File: src/rtl/uart_arb_pkg.sv
// uart_arb_pkg: shared types and constants for the UART transmit arbiter
package uart_arb_pkg;
   typedef enum logic {ARB_IDLE, ARB_LOCKED} arb_state_t;
   localparam int UART_BYTE_W = 8;
endpackage

File: src/rtl/rr_pick.sv
// rr_pick: combinational round-robin picker, first set bit of req scanning ptr, ptr+1, ... mod NREQ
//   req : request vector
//   ptr : index with highest priority
//   any : at least one request set
//   idx : chosen requester (0 when none)
module rr_pick #(
   parameter int NREQ = 4,
   parameter int GW   = $clog2(NREQ)
) (
   input  logic [NREQ-1:0] req,
   input  logic [GW-1:0]   ptr,
   output logic            any,
   output logic [GW-1:0]   idx
);
   logic [GW-1:0] j;
   always_comb begin
      any = |req;
      idx = '0;
      j   = '0;
      // Walk from the farthest offset back to ptr so the nearest set bit wins last.
      for (int i = NREQ - 1; i >= 0; i--) begin
         j = GW'((int'(ptr) + i) % NREQ);
         if (req[j]) idx = j;
      end
   end
endmodule

File: src/rtl/uart_tx_arbiter.sv
// uart_tx_arbiter: round-robin, packet-locking share of one txuartlite between NREQ byte sources
//   i_clk, i_reset         : clock, synchronous active-high reset
//   i_stb, i_data, i_last  : per-requester byte handshake (byte k at i_data[8k+7:8k])
//   o_busy                 : per-requester busy, byte accepted on i_stb[k] && !o_busy[k]
//   o_tx_stb, o_tx_data    : strobe and byte toward txuartlite
//   i_tx_busy              : busy from txuartlite
//   o_grant_valid, o_grant : current lock holder
module uart_tx_arbiter
   import uart_arb_pkg::*;
#(
   parameter int          NREQ         = 4,
   parameter logic [15:0] IDLE_TIMEOUT = 16'd1024,
   parameter int          GW           = $clog2(NREQ)
) (
   input  logic                        i_clk,
   input  logic                        i_reset,
   input  logic [NREQ-1:0]             i_stb,
   input  logic [NREQ*UART_BYTE_W-1:0] i_data,
   input  logic [NREQ-1:0]             i_last,
   output logic [NREQ-1:0]             o_busy,
   output logic                        o_tx_stb,
   output logic [UART_BYTE_W-1:0]      o_tx_data,
   input  logic                        i_tx_busy,
   output logic                        o_grant_valid,
   output logic [GW-1:0]               o_grant
);
   arb_state_t    state;
   logic [GW-1:0] rr_ptr, pick_idx, next_ptr;
   logic          pick_any, locked, sel_stb, sel_last, xfer;
   logic [15:0]   idle_cnt, idle_inc;

   rr_pick #(.NREQ(NREQ), .GW(GW)) u_pick (
      .req (i_stb),
      .ptr (rr_ptr),
      .any (pick_any),
      .idx (pick_idx)
   );

   assign locked = state == ARB_LOCKED;

   // Reset forces every requester busy at once so a byte cannot slip through
   // in the cycle the lock is being dropped.
   always_comb begin
      sel_stb   = 1'b0;
      sel_last  = 1'b0;
      o_tx_data = '0;
      o_busy    = '1;
      for (int k = 0; k < NREQ; k++) begin
         if (o_grant == GW'(k)) begin
            sel_stb   = i_stb[k];
            sel_last  = i_last[k];
            o_tx_data = i_data[k*UART_BYTE_W +: UART_BYTE_W];
         end
         o_busy[k] = !(locked && o_grant == GW'(k)) || i_tx_busy || i_reset;
      end
   end

   assign o_tx_stb = locked && sel_stb && !i_reset;
   assign xfer     = o_tx_stb && !i_tx_busy;
   assign next_ptr = (o_grant == GW'(NREQ - 1)) ? '0 : o_grant + GW'(1);
   assign idle_inc = &idle_cnt ? idle_cnt : idle_cnt + 16'd1;

   always_ff @(posedge i_clk) begin
      if (i_reset) begin
         state         <= ARB_IDLE;
         o_grant_valid <= 1'b0;
         o_grant       <= '0;
         rr_ptr        <= '0;
         idle_cnt      <= '0;
      end else if (state == ARB_IDLE) begin
         idle_cnt <= '0;
         if (pick_any) begin
            state         <= ARB_LOCKED;
            o_grant       <= pick_idx;
            o_grant_valid <= 1'b1;
         end
      end else if (xfer) begin
         idle_cnt <= '0;
         if (sel_last) begin
            state         <= ARB_IDLE;
            o_grant_valid <= 1'b0;
            rr_ptr        <= next_ptr;
         end
      end else if (!sel_stb) begin
         // Only an owner with nothing to offer counts as stalled; waiting on
         // the UART leaves the counter alone.
         idle_cnt <= idle_inc;
         if (IDLE_TIMEOUT != 16'd0 && idle_inc == IDLE_TIMEOUT) begin
            state         <= ARB_IDLE;
            o_grant_valid <= 1'b0;
            rr_ptr        <= next_ptr;
         end
      end
   end
endmodule

File: config.mk
export PLATFORM = sky130hd
export DESIGN_NAME = uart_tx_arbiter
export DESIGN_NICKNAME = d
export VERILOG_FILES = /design/src/rtl/uart_arb_pkg.sv /design/src/rtl/rr_pick.sv /design/src/rtl/uart_tx_arbiter.sv
export SDC_FILE = /design/constraint.sdc
export NUM_CORES = 1
export LEC_CHECK = 0
export CAP_MARGIN = 20
export CORE_ASPECT_RATIO = 1.5
export CORE_MARGIN = 4
export CORE_UTILIZATION = 38
export CTS_CLUSTER_DIAMETER = 80
export DETAILED_ROUTE_END_ITERATION = 8
export DONT_BUFFER_PORTS = 1
export MAX_ROUTING_LAYER = met4
export PLACE_DENSITY_LB_ADDON = 0.05
export SLEW_MARGIN = 20
export SYNTH_ARGS = -nofsm -noshare
export SYNTH_HDL_FRONTEND = slang
export SYNTH_SLANG_ARGS = --single-unit
File: constraint.sdc
create_clock -name i_clk -period 4.9 [get_ports i_clk]
set_input_delay 0.98 -clock i_clk [delete_from_list [all_inputs] [get_ports i_clk]]
set_output_delay 0.98 -clock i_clk [all_outputs]
set_load 0.005 [all_outputs]
==> metrics <==
status finished clean; Worst EP required roughly 4000 ps; Final WS setup between 1500 and 2000 ps; Synth top area share 0.2377; wire per inst 16.04 um; type of origin of the critical path register; Pre-antenna DRT Iters 4; Setup Viol. Count Final 0; initial DRC count 124; GRT overflow 0; post-synthesis sequential area ratio 0.2377; Vias/cell slightly below 6; worst-margin pin slew 924.6 ps; largest net degree at the start of global routing 24; met2 WL post-DR approximately 2700 um; die area between 6000 and 7000 sq um; gpl congestion 0.8731; cell count after synthesis 263; clk_lat worst skew around 270 ps; DRC viols 0; P&R area growth vs syn 4.457%; Final Hold Fails 0; CTS tree done; Post-DP Area approximately 1900 sq um; Max Cap Violations 0; Crit Path Category reg2out; n_diodes 0; CP Max Fanout 14; most common cell after layout, fill and taps aside nor2_1; pre-CTS WS 1714 ps; clock buffer depth 2; clk root buf clkbuf_8; total number of vias 1858; DIE HEIGHT roughly 94 um; Final HPWL DP between 3000 and 4000 um; CTS Hold Bufs 0; Final Skew 2.143 ps; RSZ-0062 raised after global routing false; Finished Cell Area 1936 sq um; Hold Slack about 530 ps; pwr/cell area around 220 nW/um^2; Yosys reg bits 22; # rows 30; Met1 Wirelength a little under 2000 um; fmax about 0.31 GHz; HP Class reg2reg; Sink Count 22; nets@finish 300; vias in the first global route roughly 1700; Post-Route WL ~5100 um; initial antenna violation count 0; layout cells sized above 1 0.05578; Ports 59; TritonCTS Buffers 3; async set-reset flop share out of synthesis 0; cts repair resizes 0; synthesized area 1853 sq um; GRT Overall Usage 0.1725; warnings from Yosys 0; Critical Path Sink Type primary output; Distinct cells, synth 46; Area contributors post-synth dfxtp_1 24%, nor2_1 7.9%, nand2_1 6.1%, a21oi_1 5.7%, o21ai_0 4.9%; setup TNS 0 ps; Final Max Tran Viols 0; final antenna-violating net count 0; syn_nets just over 300; floorplan core area between 4000 and 5000 sq um; cell taking the most area after synthesis dfxtp_1; syn_area_per_cell around 7 sq um; Primary FF master, synth dfxtp_1; Initial Utilization 0.4014; Arr. time, crit path between 2000 and 2500 ps; top routing layer in use met4; global-route wire length before repair between 8000 and 9000 um; most frequent cells in the layout 39 x nor2_1, 30 x nand2_1, 22 x dfxtp_1, 21 x a21oi_1, 18 x o21ai_0; Leakage 0.6109 nW; port bufs 0; total power 0.4282 mW; worst vdd ir between 100 and 150 uV; Tcrit/Tclk final 0.6683; Post-synth EDFFs 0; Die Wd roughly 65 um; Final Critical Period around 3300 ps; met3 wire len 320 um; slew margin rel. 0.3755; postcts setup bufs 0; Fillers 506; clock-pin slew on the worst setup and hold paths roughly 80 ps; CTS H-tree depth 1
## power by group
group	internal, mW	switching, mW
clock	0.109	0.0615
combinational	0.0251	0.0460
sequential	0.182	0.00428
## sequential cells by signal (all words and copies together) (netlist names)
register and flops:
o_grant_valid 1, rr_ptr 2, locked 1, idle_cnt 16, o_grant 2
## cells by family after synthesis
logic type,count (synthesis),share of synthesized area
XOR/XNOR,12,0.05672
AO/OA/AOI/OAI,62,0.2080
AND/OR/NAND/NOR,132,0.3660
flip-flops,22,0.2377
adder cells (fa/ha/maj),5,0.03376
buffers and inverters,22,0.05132
multiplexers,8,0.04659
## worst max-delay path: stages, from the launching register on
cell     delay [ps]
dfxtp_1         440
inv_1            90
ha_1            360
nor2b_1         540
a22oi_1         130
nor2_1          120
a21oi_1          60
o21ai_0         280
## routing by layer
metal | up-vias | track usage
met1 | 860 | 0.1786
met5 | - | -
met3 | 11 | 0.03245
met4 | 0 | 0.07612
met2 | 67 | 0.3126
li1 | 920 | -
## cell type report
| class | instances | area, sq um | share of cell area |
|---|---|---|---|
| Multi-Input combinational cell | 219 | 1318 | 0.6807 |
| Sequential cell | 22 | 440.4 | 0.2275 |
| Tap cell | 64 | 80.08 | 0.04137 |
| Clock buffer | 3 | 41.29 | 0.02133 |
| Clock inverter | 1 | 30.03 | 0.01551 |
| Inverter | 5 | 18.77 | 0.009696 |
| Timing Repair Buffer | 1 | 7.507 | 0.003878 |
## path summary, 6_finish.rpt
| check | start | end | slack (ps) | depth (start not counted) |
|---|---|---|---|---|
| worst max-delay path | o_grant[1] | o_tx_data[5] | 1630 | 7 |
| worst min-delay path | o_grant_valid | o_grant_valid | 530 | 2 |
| worst max register to register | o_grant[0] | rr_ptr[0] | 1680 | 7 |
| worst min register to register | o_grant_valid | o_grant_valid | 530 | 2 |
## synthesized netlist by cell type (all sizes together) (4+ instances only)
cell type,instances
inv,5
a211oi,5
xnor2,9
and3,4
nand2,30
o21ai,18
clkbuf,9
buf,8
nand3,11
nor3,9
nand4,7
nand2b,6
dfxtp,22
nor2b,7
ha,5
nor2,39
nor4,4
mux2i,6
or3,5
a22oi,7
a21oi,21
## through the flow
stage | utilization | instances
2_1_floorplan | - | 263
3_3_place_gp | 0.4038 | 311
3_5_place_dp | 0.4038 | 311
4_1_cts | 0.4192 | 315
5_1_grt | 0.4192 | 315
6_report | 0.4192 | 315
Power figures use the tool's default switching activity.
